$ cat config.mk
export PLATFORM = sky130hd
export DESIGN_NAME = sequential_pulse_monitor_flat
export DESIGN_NICKNAME = d
export VERILOG_FILES = /design/src/rtl/sequential_pulse_monitor_if.sv /design/src/rtl/sequential_pulse_monitor.sv /design/src/flat_wrapper.sv
export SDC_FILE = /design/constraint.sdc
export NUM_CORES = 1
export LEC_CHECK = 0
export ABC_AREA = 1
export CORE_MARGIN = 5
export CORE_UTILIZATION = 50
export CTS_BUF_LIST = sky130_fd_sc_hd__clkbuf_4 sky130_fd_sc_hd__clkbuf_8
export DETAILED_ROUTE_END_ITERATION = 8
export PLACE_DENSITY = 0.73
export SKIP_CTS_REPAIR_TIMING = 1
export SYNTH_ARGS = -nofsm -noshare
export SYNTH_HDL_FRONTEND = slang
export SYNTH_SLANG_ARGS = --single-unit
export TNS_END_PERCENT = 30
$ cat constraint.sdc
create_clock -name clk -period 1.99 [get_ports clk]
set_clock_uncertainty 0.2 [all_clocks]
set_input_delay 0.398 -clock clk [delete_from_list [all_inputs] [get_ports clk]]
set_output_delay 0.398 -clock clk [all_outputs]
set_load 0.02 [all_outputs]
$ cat src/rtl/sequential_pulse_monitor_if.sv
// Bundle between the sequential pulse source side and the monitor: the sampled
// pulse vector plus error-clear in, decoded phase and error reporting out.
interface sequential_pulse_monitor_if #(
    parameter int WIDTH     = 6,
    parameter int ERR_CNT_W = 8
);
    localparam int IDX_W = (WIDTH > 1) ? $clog2(WIDTH) : 1;

    logic [WIDTH-1:0]     pulse_in;
    logic                 clr_err;
    logic [IDX_W-1:0]     phase_idx;
    logic                 locked;
    logic                 err_pulse;
    logic [ERR_CNT_W-1:0] err_cnt;

    modport master (
        output pulse_in,
        output clr_err,
        input  phase_idx,
        input  locked,
        input  err_pulse,
        input  err_cnt
    );

    modport slave (
        input  pulse_in,
        input  clr_err,
        output phase_idx,
        output locked,
        output err_pulse,
        output err_cnt
    );
endinterface

$ cat src/rtl/sequential_pulse_monitor.sv
// Locks onto a one-hot rotating pulse vector, reports the current phase index and
// flags/counts every departure from the legal rotation once locked.
module sequential_pulse_monitor #(
    parameter int WIDTH       = 6,
    parameter int STEP_CYCLES = 1,
    parameter int LOCK_STEPS  = 3,
    parameter int ERR_CNT_W   = 8
) (
    input  logic                      clk,
    input  logic                      rst_n,
    sequential_pulse_monitor_if.slave bus
);
    localparam int IDX_W   = (WIDTH > 1) ? $clog2(WIDTH) : 1;
    localparam int DWELL_W = $clog2(STEP_CYCLES + 1);
    localparam int GOOD_W  = $clog2(LOCK_STEPS + 1);

    localparam logic [IDX_W-1:0]   LAST_IDX  = IDX_W'(WIDTH - 1);
    localparam logic [DWELL_W-1:0] DWELL_MAX = DWELL_W'(STEP_CYCLES);
    localparam logic [GOOD_W-1:0]  GOOD_LAST = GOOD_W'(LOCK_STEPS - 1);

    typedef enum logic [1:0] {
        HUNT   = 2'd0,
        CHECK  = 2'd1,
        LOCKED = 2'd2
    } state_t;

    state_t               state_reg, state_next;
    logic [WIDTH-1:0]     s_reg;
    logic [WIDTH-1:0]     prev_reg;
    logic [IDX_W-1:0]     idx_reg, idx_next;
    logic [DWELL_W-1:0]   dwell_reg, dwell_next;
    logic [GOOD_W-1:0]    good_reg, good_next;
    logic [IDX_W-1:0]     phase_reg, phase_next;
    logic                 locked_reg, locked_next;
    logic                 err_reg, err_next;
    logic [ERR_CNT_W-1:0] err_cnt_reg, err_cnt_next;

    function automatic logic [IDX_W-1:0] succ(input logic [IDX_W-1:0] i);
        return (i == LAST_IDX) ? '0 : i + IDX_W'(1);
    endfunction

    // Bit-position decode of the current and previous samples; only meaningful
    // when the sample is one-hot, which the legality flags qualify.
    logic [IDX_W-1:0] s_terms    [WIDTH];
    logic [IDX_W-1:0] prev_terms [WIDTH];
    logic [IDX_W-1:0] s_idx;
    logic [IDX_W-1:0] prev_idx;
    logic             s_legal;
    logic             prev_legal;

    generate
        for (genvar gi = 0; gi < WIDTH; gi++) begin : g_decode
            assign s_terms[gi]    = s_reg[gi]    ? IDX_W'(gi) : '0;
            assign prev_terms[gi] = prev_reg[gi] ? IDX_W'(gi) : '0;
        end
    endgenerate

    always_comb begin
        s_idx    = '0;
        prev_idx = '0;
        for (int i = 0; i < WIDTH; i++) begin
            s_idx    = s_idx | s_terms[i];
            prev_idx = prev_idx | prev_terms[i];
        end
    end

    assign s_legal    = (s_reg != '0) && ((s_reg & (s_reg - WIDTH'(1))) == '0);
    assign prev_legal = (prev_reg != '0) && ((prev_reg & (prev_reg - WIDTH'(1))) == '0);

    logic dwell_done;
    logic s_is_same;
    logic s_is_next;
    logic s_expected;
    logic hunt_hit;

    assign dwell_done = (dwell_reg == DWELL_MAX);
    assign s_is_same  = s_legal && (s_idx == idx_reg);
    assign s_is_next  = s_legal && (s_idx == succ(idx_reg));
    assign s_expected = dwell_done ? s_is_next : s_is_same;
    assign hunt_hit   = prev_legal && s_legal && (s_idx == succ(prev_idx));

    always_comb begin
        state_next = state_reg;
        idx_next   = idx_reg;
        dwell_next = dwell_reg;
        good_next  = good_reg;
        phase_next = phase_reg;
        err_next   = 1'b0;
        unique case (state_reg)
            HUNT: begin
                if (hunt_hit) begin
                    state_next = CHECK;
                    idx_next   = s_idx;
                    dwell_next = DWELL_W'(1);
                    good_next  = '0;
                    phase_next = s_idx;
                end
            end
            CHECK, LOCKED: begin
                if (s_expected) begin
                    idx_next   = s_idx;
                    phase_next = s_idx;
                    if (dwell_done) begin
                        dwell_next = DWELL_W'(1);
                        if (state_reg == CHECK) begin
                            good_next = good_reg + GOOD_W'(1);
                            if (good_reg == GOOD_LAST) begin
                                state_next = LOCKED;
                            end
                        end
                    end else begin
                        dwell_next = dwell_reg + DWELL_W'(1);
                    end
                end else begin
                    // The offending sample is consumed here, so HUNT needs a fresh pair.
                    state_next = HUNT;
                    err_next   = (state_reg == LOCKED);
                end
            end
            default: begin
                state_next = HUNT;
            end
        endcase
        locked_next = (state_next == LOCKED);
    end

    always_comb begin
        err_cnt_next = err_cnt_reg;
        if (bus.clr_err) begin
            err_cnt_next = err_next ? ERR_CNT_W'(1) : '0;
        end else if (err_next && !(&err_cnt_reg)) begin
            err_cnt_next = err_cnt_reg + ERR_CNT_W'(1);
        end
    end

    always_ff @(posedge clk or negedge rst_n) begin
        if (!rst_n) begin
            state_reg   <= HUNT;
            s_reg       <= '0;
            prev_reg    <= '0;
            idx_reg     <= '0;
            dwell_reg   <= '0;
            good_reg    <= '0;
            phase_reg   <= '0;
            locked_reg  <= 1'b0;
            err_reg     <= 1'b0;
            err_cnt_reg <= '0;
        end else begin
            state_reg   <= state_next;
            s_reg       <= bus.pulse_in;
            prev_reg    <= s_reg;
            idx_reg     <= idx_next;
            dwell_reg   <= dwell_next;
            good_reg    <= good_next;
            phase_reg   <= phase_next;
            locked_reg  <= locked_next;
            err_reg     <= err_next;
            err_cnt_reg <= err_cnt_next;
        end
    end

    assign bus.phase_idx = phase_reg;
    assign bus.locked    = locked_reg;
    assign bus.err_pulse = err_reg;
    assign bus.err_cnt   = err_cnt_reg;

endmodule
$ cat src/flat_wrapper.sv
// flat-port wrapper written by rule: the top's interface ports become plain ports
module sequential_pulse_monitor_flat 
#(
    parameter int WIDTH       = 6,
    parameter int STEP_CYCLES = 1,
    parameter int LOCK_STEPS  = 3,
    parameter int ERR_CNT_W   = 8
)
  (clk, rst_n, bus_pulse_in, bus_clr_err, bus_phase_idx, bus_locked, bus_err_pulse, bus_err_cnt);
  sequential_pulse_monitor_if #(.WIDTH(WIDTH), .ERR_CNT_W(ERR_CNT_W)) bus_i ();
  input  logic clk;
  input  logic rst_n;
  input wire logic [$bits(bus_i.pulse_in)-1:0] bus_pulse_in;
  input wire logic [$bits(bus_i.clr_err)-1:0] bus_clr_err;
  output wire logic [$bits(bus_i.phase_idx)-1:0] bus_phase_idx;
  output wire logic [$bits(bus_i.locked)-1:0] bus_locked;
  output wire logic [$bits(bus_i.err_pulse)-1:0] bus_err_pulse;
  output wire logic [$bits(bus_i.err_cnt)-1:0] bus_err_cnt;
  assign bus_i.pulse_in = bus_pulse_in;
  assign bus_i.clr_err = bus_clr_err;
  assign bus_phase_idx = bus_i.phase_idx;
  assign bus_locked = bus_i.locked;
  assign bus_err_pulse = bus_i.err_pulse;
  assign bus_err_cnt = bus_i.err_cnt;
  sequential_pulse_monitor #(.WIDTH(WIDTH), .STEP_CYCLES(STEP_CYCLES), .LOCK_STEPS(LOCK_STEPS), .ERR_CNT_W(ERR_CNT_W)) u_core (.clk(clk), .rst_n(rst_n), .bus(bus_i));
endmodule
==> results of run 1 <==
## power breakdown
part / internal (mW) / total (mW) / switching [mW] / leakage [nW]
sequential: 0.641 / 0.678 / 0.0370 / 0.390
combinational: 0.0865 / 0.214 / 0.127 / 0.753
clock: 0.170 / 0.376 / 0.206 / 0.0343
total: 0.897 / 1.27 / 0.371 / 1.18
## area by class of cell
type / instances / area (um2) / area share
sequential: 30 / 751 / 0.367
timing repair buffer: 22 / 235 / 0.115
clock buffer: 6 / 51.3 / 0.0251
tap: 46 / 57.6 / 0.0282
multi-input combinational: 165 / 838 / 0.410
clock inverter: 2 / 12.5 / 0.00612
inverter: 26 / 97.6 / 0.0478
## per-stage QoR
| step | power, mW | TNS [ns] | instance area (um2) | instances | util |
|---|---|---|---|---|---|
| after global placement | 0.893 | 0 | 1940 | 289 | 0.589 |
| after floorplan | 0.811 | 0 | 1680 | 223 | - |
| after global routing | 1.35 | -0.218 | 2040 | 297 | 0.622 |
| after detailed placement | 0.897 | 0 | 1940 | 289 | 0.589 |
| final | 1.27 | 0 | 2040 | 297 | 0.622 |
| after CTS | 1.28 | -0.161 | 2000 | 297 | 0.609 |
## path summary, 6_finish.rpt
check                      cells past startpoint  slack [ns]               endpoint             startpoint
setup / recovery                               1        0.03         bus_err_cnt[6]  u_core.bus.err_cnt[6]
hold / removal                                 0        0.22     u_core.prev_reg[1]        u_core.s_reg[1]
setup reg to reg                               8        0.08     u_core.good_reg[0]    u_core.state_reg[0]
hold reg to reg                                0        0.22     u_core.prev_reg[1]        u_core.s_reg[1]
max in group asynchronous                      2        1.08     u_core.good_reg[0]                  rst_n
min in group asynchronous                      2        0.24  u_core.bus.err_cnt[0]                  rst_n
## cell usage after synthesis
cell type	number	area (um2)
o221ai_1	1	8.76
nor2_1	23	86.3
nand2_1	75	282
nand2_4	1	11.3
nor2_2	5	31.3
dfrtp_1	30	751
o21ai_1	1	5.00
xor2_1	4	35.0
inv_2	2	7.51
xnor2_1	1	8.76
nand3_1	30	150
nand4_1	7	43.8
o21ai_0	1	5.00
inv_1	24	90.1
nand4_2	1	12.5
clkbuf_1	1	3.75
a21oi_1	2	10.0
a21oi_2	1	8.76
ha_1	6	75.1
nand2_2	3	18.8
nand3_2	1	10.0
buf_6	1	11.3
nor3_1	2	10.0
## cell families (layout without fill, tap and decap cells)
| logic type | after synthesis | in the layout | share of synthesized area |
|---|---|---|---|
| xor+xnor | 5 | 5 | 0.0261 |
| simple gates | 148 | 148 | 0.391 |
| flops | 30 | 30 | 0.448 |
| buf+inv | 28 | 56 | 0.0672 |
| compound gates | 6 | 6 | 0.0224 |
| fa+ha+maj | 6 | 6 | 0.0448 |
## layer usage
metal,routed length (um),GRT usage,vias up
li1,-,-,761
met4,53,0.0744,0
met3,139,0.0411,6
met5,0,0,-
met2,1510,0.270,35
met1,1600,0.209,662
==> metrics.txt, run 1 <==
Synth Warn #=0; Layout fillers=307; Slew Limit Fails=0; worst path cell trace=clkdlybuf4s50_1; layout cells sized above 1=0.112; dpl ws=0.0183 ns; Routed WL=3.30 mm; clock sink count=30; RePlAce Congestion=0.889; final setup fails=0; grt total ovfl=0; worst skew pair latency=0.33 ns; Tmin final=1.96 ns; Max Fclk=0.509 GHz; Syn-to-layout area delta=22.0%; starting utilization of the core area=0.510; htree depth=2; Hold Slack=0.221 ns; PortBufs=21; CTS Buffer Depth=2; WP data required=1.39 ns; most frequent cells in the layout=nand2_1, nand3_1, dfrtp_1, inv_1, nor2_1; CP max FO=4; initial antenna violation count=0; unrepaired setup endpoints after global routing=yes; Post-Syn Area=1680 um2; max-cap viol count=0; number of remaining DRC errors=0; Reg clk slew, reported paths=0.10 ns; critical path class=reg2out; DRT Pass-1 Iters=4; peak supply drop=406 uV; Die Wd=67.9 um; I/O Pins=22; crit path buf inv count=1; CTS Buf Count=5; CP max stage cell=clkdlybuf4s50_1; Final Net Count=265; crit-path leading delay family=buffers and inverters; wire per inst=11.1 um; fin crit share=0.987; ANT cells=0; WP data arrival=1.37 ns; first-pass GRT wire length=5.76 mm; type of element launching the critical path=flop; CP Capture Type=primary output; Post-DP HPWL=2.45 mm; sequential area share after synthesis=0.448; Die Span Y=67.9 um; DRT antenna net count=0; final number of hold-violating endpoints=0; power density of the placed cells=620 nW/um2; vias in the first global route=1356; DR iter-0 viols=49; via/cell ratio=4.93; Syn Nets=238; row cnt=21; commonest non-fill, non-tap cell in the layout=nand2_1; Crit path largest cell delay=0.63 ns; max FFs per register=8; worst slew pin tran=0.399 ns; cell chosen for the clock root=clkbuf_4; relative slew slack=0.734; CTS tree=done; Tot GR Track Use=0.166; die area=4610 um2; outcome=completed; leakage=1.18 nW; Post-Synthesis Cells=223; largest net degree at the start of global routing=31; Avg Inst Size Synth=7.51 um2; Core Box Area=3280 um2; flops & latches, synth=30; Worst Hold Class=reg2reg; Netlist cell types=23; Worst Setup Slack, final=0.0255 ns; via count=1464
No activity file was read; power rests on OpenSTA's default activity.
==> inputs of run 2 (changes only) <==
--- a/config.mk
+++ b/config.mk
@@ -10,7 +10,10 @@
 export CORE_UTILIZATION = 50
 export CTS_BUF_LIST = sky130_fd_sc_hd__clkbuf_4 sky130_fd_sc_hd__clkbuf_8
 export DETAILED_ROUTE_END_ITERATION = 8
+export GPL_TIMING_DRIVEN = 1
 export PLACE_DENSITY = 0.73
+export REMOVE_ABC_BUFFERS = 1
+export SETUP_SLACK_MARGIN = 0.15
 export SKIP_CTS_REPAIR_TIMING = 1
 export SYNTH_ARGS = -nofsm -noshare
 export SYNTH_HDL_FRONTEND = slang
==> metrics.txt, run 2 (synthesis gave the netlist of run 1 again) <==
Core Box Area=3280 um2 (unchanged); Design Power=1.43 mW (+13%); commonest non-fill, non-tap cell in the layout=nand2_1; ANT cells=0 (unchanged); switching share of power=0.288 (-0.00415); starting utilization of the core area=0.510 (unchanged); Die Span Y=67.9 um (unchanged); Reg2Reg Setup Slack=0.15 ns (+0.07 ns); outcome=completed; Int Power=1.02 mW (+14%); initial antenna violation count=0 (unchanged); CTS tree=done; I/O Pins=22 (unchanged); leakage=1.34 nW (+14%); final setup fails=0 (unchanged); max FFs per register=8 (unchanged); DRT Pass-1 Iters=4 (unchanged); first-pass GRT wire length=5.77 mm (+0.12%); Tmin final=1.84 ns (-0.125 ns); max-cap viol count=0 (unchanged); Hold Slack=0.226 ns (+0.00403 ns); vias in the first global route=1346 (-0.74%); peak supply drop=385 uV (-5.3%); CTS Buffer Depth=2 (unchanged); area occupied by multi-input gates=1010 um2 (+21%); WP data arrival=1.89 ns (+0.52 ns); Routed WL=3.81 mm (+16%); power density of the placed cells=620 nW/um2 (about the same); via/cell ratio=5.04 (+2.3%); setup TNS=0 ns (unchanged); reg2reg start=u_core.s_reg[5]; DRT antenna net count=0 (unchanged); Die Wd=67.9 um (unchanged); clock sink count=30 (unchanged); Placed Cells=290 (+0.35%); Max Fclk=0.544 GHz (+6.8%); Layout fillers=277 (-9.8%); Logic pwr share=0.191 (+0.022); RePlAce Congestion=0.905 (+1.8%); row cnt=21 (unchanged); register share of total power=0.474 (-0.061); wire per inst=12.5 um (+13%); clock share of power=0.335 (+0.038); type of element launching the critical path=flop; die area=4610 um2 (unchanged); most frequent cells in the layout=nand2_1, dfrtp_1, nand3_1, inv_1, nor2_1; unrepaired setup endpoints after global routing=yes; CP max FO=5 (+1); DR iter-0 viols=37 (-24%); Worst Hold Class=in2async; final number of hold-violating endpoints=0 (unchanged); largest net degree at the start of global routing=31 (unchanged); number of remaining DRC errors=0 (unchanged); htree depth=2 (unchanged); layout cells sized above 1=0.263 (+0.151); grt total ovfl=0 (unchanged); cell chosen for the clock root=clkbuf_4; non-filler cells, final=305 (+2.7%); CP Capture Type=flop; via count=1538 (+5.1%); WP data required=2.04 ns (+0.65 ns); worst slew pin tran=0.369 ns (-0.0298 ns); Final Net Count=273 (+3.0%); CTS Buf Count=5 (unchanged); Post-DP HPWL=2.48 mm (+1.4%); Slew Limit Fails=0 (unchanged); reg2reg end=u_core.state_reg[0]; PortBufs=21 (unchanged); cells on worst reg2reg path=9 (+1); Tot GR Track Use=0.168 (+0.00227); worst skew pair latency=0.34 ns (about the same); Syn-to-layout area delta=37.7%; P_sw=0.412 mW (+11%); fin crit share=0.925 (-0.0627); Crit. Startpoint=u_core.s_reg[5]; relative slew slack=0.754 (+0.0201); Sequential cell area=756 um2 (+0.67%); critical path class=reg2reg; Critical Path Sink=u_core.state_reg[0]; Reg clk slew, reported paths=0.10 ns (about the same)
-- run 2: metal layers --
metal  up-vias  global-route usage  part of all wire  wire length (um)
li1        789                   -                 -                 -
met1       705               0.219              0.44              1660
met2        27               0.271              0.50              1920
met3        17              0.0296             0.035               135
met4         0              0.0819             0.024                92
met5         -                   0                 0                 0
-- run 2: worst min path at each step --
stage | start | endpoint | slack, ns
detailed placement | u_core.s_reg[1] | u_core.prev_reg[1] | 0.20
floorplan | rst_n | u_core.bus.err_cnt[0] | -0.1
global route | rst_n | u_core.s_reg[1] | 0.25
CTS | rst_n | u_core.bus.err_cnt[0] | 0.23
finish | rst_n | u_core.bus.err_cnt[0] | 0.23
global placement | u_core.s_reg[1] | u_core.prev_reg[1] | 0.20
-- run 2: cell type report --
class | instances | share of cell area
multi-input cells | 166 | 0.438
well taps | 46 | 0.0249
repair buffers | 29 | 0.131
inverters | 26 | 0.0445
clock buffers | 5 | 0.0163
flip-flops and latches | 30 | 0.328
clock inverters | 3 | 0.0174
-- run 2: power groups by stage --
| stage | clock network (mW) | logic [mW] | registers, mW |
|---|---|---|---|
| after floorplan | 0 | 0.114 | 0.696 |
| after global placement | 0 | 0.206 | 0.688 |
| after detailed placement | 0 | 0.208 | 0.688 |
| after CTS | 0.486 | 0.209 | 0.676 |
| after global routing | 0.514 | 0.307 | 0.683 |
| final | 0.479 | 0.274 | 0.678 |
-- run 2: per-stage QoR --
step                setup slack [ns]   util  area (um2)
floorplan                      0.219      -        1660
global placement              0.0828  0.592        1940
detailed placement            0.0661  0.592        1940
CTS                          -0.0807  0.615        2020
global route                  0.0226  0.702        2310
finish                         0.150  0.702        2310
-- run 2: worst max-delay path, cell delays in order (launching register included) --
cell and delay, ns:
dfrtp_2 0.46, nor2_2 0.14, nand2_2 0.12, o21ai_2 0.07
nand2_1 0.10, nor2_4 0.13, nand2_4 0.12, nor2_4 0.14
nand3_1 0.10, a21oi_1 0.19
==> inputs of run 3 (changes only) <==
--- a/config.mk
+++ b/config.mk
@@ -6,6 +6,7 @@
 export NUM_CORES = 1
 export LEC_CHECK = 0
 export ABC_AREA = 1
+export CAP_MARGIN = 20
 export CORE_MARGIN = 5
 export CORE_UTILIZATION = 50
 export CTS_BUF_LIST = sky130_fd_sc_hd__clkbuf_4 sky130_fd_sc_hd__clkbuf_8
==> results of run 3 <==
Final layout, timing and power as in run 2 (identical DEF).
